===== config.mk =====
export PLATFORM = sky130hd
export DESIGN_NAME = otter_csr_intr
export DESIGN_NICKNAME = d
export VERILOG_FILES = /design/src/rtl/otter_csr_pkg.sv /design/src/rtl/intr_sync.sv /design/src/rtl/otter_csr_intr.sv
export SDC_FILE = /design/constraint.sdc
export NUM_CORES = 1
export LEC_CHECK = 0
export CORE_ASPECT_RATIO = 0.9
export CORE_MARGIN = 3
export CORE_UTILIZATION = 46
export DETAILED_ROUTE_END_ITERATION = 16
export PLACE_DENSITY = 0.82
export SLEW_MARGIN = 30
export SYNTH_ARGS = -nofsm -noshare
export SYNTH_HDL_FRONTEND = slang
export SYNTH_HIERARCHICAL = 1
export SYNTH_SLANG_ARGS = --single-unit
export TNS_END_PERCENT = 100

===== constraint.sdc =====
create_clock -name clk -period 2.7 [get_ports clk]
set_input_delay 0.675 -clock clk [delete_from_list [all_inputs] [get_ports clk]]
set_output_delay 0.675 -clock clk [all_outputs]
set_load 0.03 [all_outputs]

===== src/rtl/otter_csr_pkg.sv =====
// otter_csr_pkg: CSR addresses, mcause code and mstatus bit positions shared by the interrupt responder.
package otter_csr_pkg;
  localparam logic [11:0] CSR_MSTATUS = 12'h300;
  localparam logic [11:0] CSR_MTVEC = 12'h305;
  localparam logic [11:0] CSR_MEPC = 12'h341;
  localparam logic [11:0] CSR_MCAUSE = 12'h342;
  localparam logic [31:0] MCAUSE_EXT_INT = 32'h8000_000B;
  localparam int MSTATUS_MIE = 3;
  localparam int MSTATUS_MPIE = 7;
endpackage


===== src/rtl/intr_sync.sv =====
// intr_sync: multi-stage synchronizer for the external interrupt line with a rising-edge pulse.
module intr_sync #(
  parameter int STAGES = 2
) (
  input  logic clk,
  input  logic rst,
  input  logic din,
  output logic level,
  output logic rise
);
  logic [STAGES-1:0] sync, valid;
  logic hist;
  // hist is held high until the chain carries real samples, so a line already high out of reset is not an edge
  always_ff @(posedge clk) begin
    if (rst) begin
      sync <= '0;
      valid <= '0;
      hist <= 1'b0;
    end else begin
      sync <= {sync[STAGES-2:0], din};
      valid <= {valid[STAGES-2:0], 1'b1};
      hist <= valid[STAGES-1] ? sync[STAGES-1] : 1'b1;
    end
  end
  assign level = sync[STAGES-1];
  assign rise = valid[STAGES-1] & level & ~hist;
endmodule


===== src/rtl/otter_csr_intr.sv =====
// otter_csr_intr: machine-mode CSRs and interrupt responder; define OTTER_INTR_EDGE_EN for edge-latched pending, else level mode.
import otter_csr_pkg::*;
module otter_csr_intr #(
  parameter int SYNC_STAGES = 2,
  parameter logic [31:0] MTVEC_RST = 32'h0
) (
  input  logic        clk,
  input  logic        rst,
  input  logic        intr_in,
  output logic        intr,
  input  logic        csr_WE,
  input  logic [11:0] csr_addr,
  input  logic [31:0] csr_wd,
  output logic [31:0] csr_rd,
  input  logic        int_taken,
  input  logic        mret_exec,
  input  logic [31:0] pc,
  output logic [31:0] mtvec,
  output logic [31:0] mepc,
  output logic        mie
);
  logic level, rise, pending, mie_q, mpie_q;
  logic [31:0] mtvec_q, mepc_q, mcause_q, mstatus;
  intr_sync #(.STAGES(SYNC_STAGES)) u_sync (
    .clk(clk),
    .rst(rst),
    .din(intr_in),
    .level(level),
    .rise(rise)
  );
`ifdef OTTER_INTR_EDGE_EN
  logic pend_q;
  // a new edge beats the entry clear so it is never lost
  always_ff @(posedge clk) begin
    if (rst) pend_q <= 1'b0;
    else if (rise) pend_q <= 1'b1;
    else if (int_taken) pend_q <= 1'b0;
  end
  assign pending = pend_q;
`else
  logic unused_rise;
  assign unused_rise = rise;
  assign pending = level;
`endif
  always_ff @(posedge clk) begin
    if (rst) begin
      mie_q <= 1'b0;
      mpie_q <= 1'b0;
      mtvec_q <= MTVEC_RST & ~32'd3;
      mepc_q <= '0;
      mcause_q <= '0;
    end else if (int_taken) begin
      mepc_q <= pc & ~32'd3;
      mcause_q <= MCAUSE_EXT_INT;
      mpie_q <= mie_q;
      mie_q <= 1'b0;
    end else if (mret_exec) begin
      mie_q <= mpie_q;
      mpie_q <= 1'b1;
    end else if (csr_WE) begin
      if (csr_addr == CSR_MSTATUS) begin
        mie_q <= csr_wd[MSTATUS_MIE];
        mpie_q <= csr_wd[MSTATUS_MPIE];
      end
      if (csr_addr == CSR_MTVEC) mtvec_q <= csr_wd & ~32'd3;
      if (csr_addr == CSR_MEPC) mepc_q <= csr_wd & ~32'd3;
      if (csr_addr == CSR_MCAUSE) mcause_q <= csr_wd;
    end
  end
  always_comb begin
    mstatus = '0;
    mstatus[MSTATUS_MIE] = mie_q;
    mstatus[MSTATUS_MPIE] = mpie_q;
  end
  assign csr_rd = (csr_addr == CSR_MSTATUS) ? mstatus :
                  (csr_addr == CSR_MTVEC)   ? mtvec_q :
                  (csr_addr == CSR_MEPC)    ? mepc_q :
                  (csr_addr == CSR_MCAUSE)  ? mcause_q : 32'h0;
  assign intr = pending & mie_q;
  assign mie = mie_q;
  assign mtvec = mtvec_q;
  assign mepc = mepc_q;
endmodule


======== Yosys cells after proc, flatten, opt, wreduce, memory -nomap -nowiden ========
Index checks and enable logic that the tools add are counted.
word-level totals
  register bits ........................... 96
  output and inout bits ................... 98
  input bits .............................. 82
operators by class
  bitwise logic cells ..................... 3
  reductions and logical operators ........ 14
  eq/ne operators ......................... 5
  muxes and demuxes ....................... 19
operators with widths
  cell                    count
  $mux W32                12
  $eq A12 B10 Y1 const B  4
  $reduce_bool A2 Y1      5
  $reduce_and A3 Y1       3
  $mux W1                 7
  $reduce_bool A3 Y1      2
  $reduce_and A2 Y1       2
  $reduce_and A4 Y1       1
  $ne A2 B2 Y1 const B    1
  $not A1 Y1              2
  $reduce_or A2 Y1        1
  $and A1 B1 Y1           1

======== Longest topological paths before layout ========
  word-level depth ........................ 5
  mapped depth ............................ 7
  mapped depth without buffers ............ 4

======== By module ========
Netlist, hierarchy kept.
modules (own cells, without submodules)
  module          cells each  instances  area an instance (um2)  seq. area each (um2)
  otter_csr_intr  637         1          4,934.7                 1,881.8
  intr_sync       13          1          138.9                   100.1

======== Worst setup path before layout ========
Ideal clock, no wire load.
  kind .................................... input port to output port
  start ................................... input csr_addr[3]
  end ..................................... output csr_rd[3]
  slack ................................... -218 ps
  data arrival time ....................... 2,243 ps
  path buffers ............................ 0
  required time ........................... 2,025 ps
  stages on the path ...................... 4
  cell sequence ........................... or4_1 > nor2_2 > a221oi_1 > nor3_1
on the way
  cells in the longest elaborated chain, start to end .. 5
  elaborated cells on any way between the ends .. 8
RTL lines
  item             line                  text
  start, declared  otter_csr_intr.sv:12  input logic [11:0] csr_addr,
  $eq A12 B10 Y1   otter_csr_intr.sv:78  (csr_addr == CSR_MCAUSE) ? mcause_q : 32'h0;
  $mux W32         otter_csr_intr.sv:78
  $mux W32         otter_csr_intr.sv:77  (csr_addr == CSR_MEPC) ? mepc_q :
  $mux W32         otter_csr_intr.sv:76  (csr_addr == CSR_MTVEC) ? mtvec_q :
  $mux W32 *       otter_csr_intr.sv:75  assign csr_rd = (csr_addr == CSR_MSTATUS) ? mstatus :
  end, declared    otter_csr_intr.sv:14  output logic [31:0] csr_rd,
Mark *: on every way between the ends. The rest lies on a longest branch, timed or not.

======== Final worst setup path ========
  start ................................... input csr_addr[5]
  end ..................................... output csr_rd[31]
Same word-level chain as after synthesis.

==> summary.md <==
| Metric | Value |
|---|---|
| Measured slew at the worst slew-check pin | 631 ps |
| Pleak | 2.69 nW |
| Final ANT Viol Nets | 0 |
| CTS root buf | clkbuf_16 |
| Worst vdd ir | 0.292 mV |
| Hpwl dp | 12.4 mm |
| Filler cells | 798 |
| Worst-case reg-to-reg path depth | 3 |
| Starting Density | 0.479 |
| Final GP Congestion | 0.942 |
| Worst hold start | mcause_q[16] |
| Fin. max-slew vios | 0 |
| First-pass GRT wire length | 28.4 mm |
| End of the worst hold path | mcause_q[16] |
| Final setup margin | -186 ps |
| Status | finished with violations |
| DRT Pass-1 Iters | 5 |
| Site row count | 35 |
| Drt drc | 0 |
| Worst-path clk slew | 80 ps |
| Via count | 5665 |
| Core area | 10400 um2 |
| Area grow syn2layout | 53.9% |
| Routed WL per cell | 19.0 um |
| Reg2reg end | mpie_q |
| Mapped Cells | 641 |
| Post-route minimum period | 2890 ps |
| Worst-Skew Late Latency | 340 ps |
| Max Root-Sink Buffers | 2 |
| CTS Hold Bufs | 0 |
| Global route overflow | 0 |
| Max cap viols | 0 |
| Die width | 116 um |
| Endpoints failing setup | 28 |
| Final Power | 0.00335 W |
| Initial antenna violation count | 0 |
| NumNets Final | 897 |
| # IOs | 180 |
| Hold path cells | 2 |
| Failing checks | setup timing |
| Crit path max fanout | 3 |
| Synthesized area | 4990 um2 |
| Total Routed Length | 18.0 mm |
| Slew HR | 0.579 |
| Pwr dens | 437 nW/um2 |
| Hold Path Class | reg -> reg |
| Setup TNS | -3590 ps |
| CTS tree | done |
| Critical path endpoint category | primary output |
| Inserted Diodes | 0 |
| Syn Area/Cell | 7.78 um2 |
| Final worst-path cycle share | 1.07 |
| GRT Overall Usage | 0.292 |
| Fmax | 347 MHz |
| Cts bufs inserted | 9 |
| Fin. Hold Viols | 0 |
| R2r startpoint | mie |
| Req. time, crit path | 2030 ps |
| Setup crit start kind | primary input |
| Largest net degree at the start of global routing | 55 |
| Share of layout cells above drive strength 1 | 0.205 |
| Clock skew | 1.15 ps |
| Initial DRC Count | 529 |
| Die Footprint | 12100 um2 |
| Sink Count | 96 |
| Die height | 105 um |
| R2R setup slack | 1720 ps |
| Worst EP arrival | 2210 ps |
| RSZ-0062 raised after global routing | true |
| Crit Path Class | in -> out |
| Htree depth | 3 |
| Number of global-route vias before repair | 5551 |
| Yosys warns | 6 |
| Port Buffers | 173 |
| Drt via density | 5.97 |
| Placement Setup Slack | -517 ps |
-- state kept, by name, indices dropped and copies added, names as in the netlist --
signal,cells
mpie_q,1
mepc,30
mie,1
mcause_q,32
mtvec,30
u_sync/sync,2
-- worst max-delay path, cell delays in order --
cell     delay [ps]
buf_6            90
or3_4           400
nor4_4          340
buf_4           210
buf_4           120
a31oi_4          30
a21oi_4         190
buf_12          150
-- report_power, final --
group | switching, W | leakage, nW | total, W | internal, W
clock network | 0.000594 | 0.153 | 0.00134 | 0.000744
registers | 0.0000339 | 0.783 | 0.00149 | 0.00145
logic | 0.000271 | 1.76 | 0.000527 | 0.000256
total | 0.000899 | 2.69 | 0.00335 | 0.00245
-- cells in the final DEF, fill, tap and decap left out, drive strengths merged, types with 3 or more instances in the layout --
| cell type | instances |
|---|---|
| nor3 | 46 |
| inv | 8 |
| a22o | 28 |
| nand2b | 3 |
| dfxtp | 96 |
| nand4 | 3 |
| and2 | 3 |
| nand2 | 117 |
| a21oi | 87 |
| nor4 | 30 |
| nor3b | 30 |
| clkbuf | 10 |
| nor4bb | 3 |
| and4 | 3 |
| conb | 4 |
| o21ai | 28 |
| clkdlybuf4s50 | 127 |
| nor2b | 32 |
| buf | 95 |
| a211oi | 4 |
| nor2 | 7 |
| a31oi | 29 |
| dlygate4sd2 | 5 |
-- cell type report --
class | instances | area [um2] | share of cell area
repair buffers | 227 | 2310 | 0.300
well taps | 129 | 161 | 0.0210
clock buffers | 10 | 229 | 0.0298
clock inverters | 6 | 83.8 | 0.0109
multi-input cells | 477 | 2960 | 0.386
inverters | 4 | 15.0 | 0.00196
flip-flops and latches | 96 | 1920 | 0.250
-- per-stage QoR --
stage,instances,util,hold slack [ps],cell area (um2)
detailed placement,927,0.676,444,7040
global placement,927,0.676,424,7040
finish,949,0.737,453,7680
CTS,947,0.730,453,7600
floorplan,644,-,414,5040
global route,949,0.737,464,7680
-- metal layers --
metal	vias up	routed length [um]	GRT usage
met3	44	1510	0.0504
met1	2679	7400	0.380
met4	0	476	0.109
met5	-	0	0
li1	2641	-	-
met2	301	8650	0.483
-- what timing repair did --
action                                  in CTS  in global routing
endpoints found under the setup margin      32                 30
gates cloned                                 1                  0
gates resized for setup                     88                 14
pin swaps                                    8                  6
setup buffers                                3                  2
-- worst max path at each step --
stage	start	to	slack, ps	cells past startpoint
after floorplan	csr_addr[5]	csr_rd[13]	-30	5
after global placement	csr_addr[3]	csr_rd[7]	-500	6
after detailed placement	csr_addr[5]	csr_rd[8]	-520	7
after CTS	csr_addr[5]	csr_rd[25]	-160	8
after global routing	csr_addr[5]	csr_rd[23]	-230	8
final	csr_addr[5]	csr_rd[31]	-190	8
(Power assumes the default switching activity.)
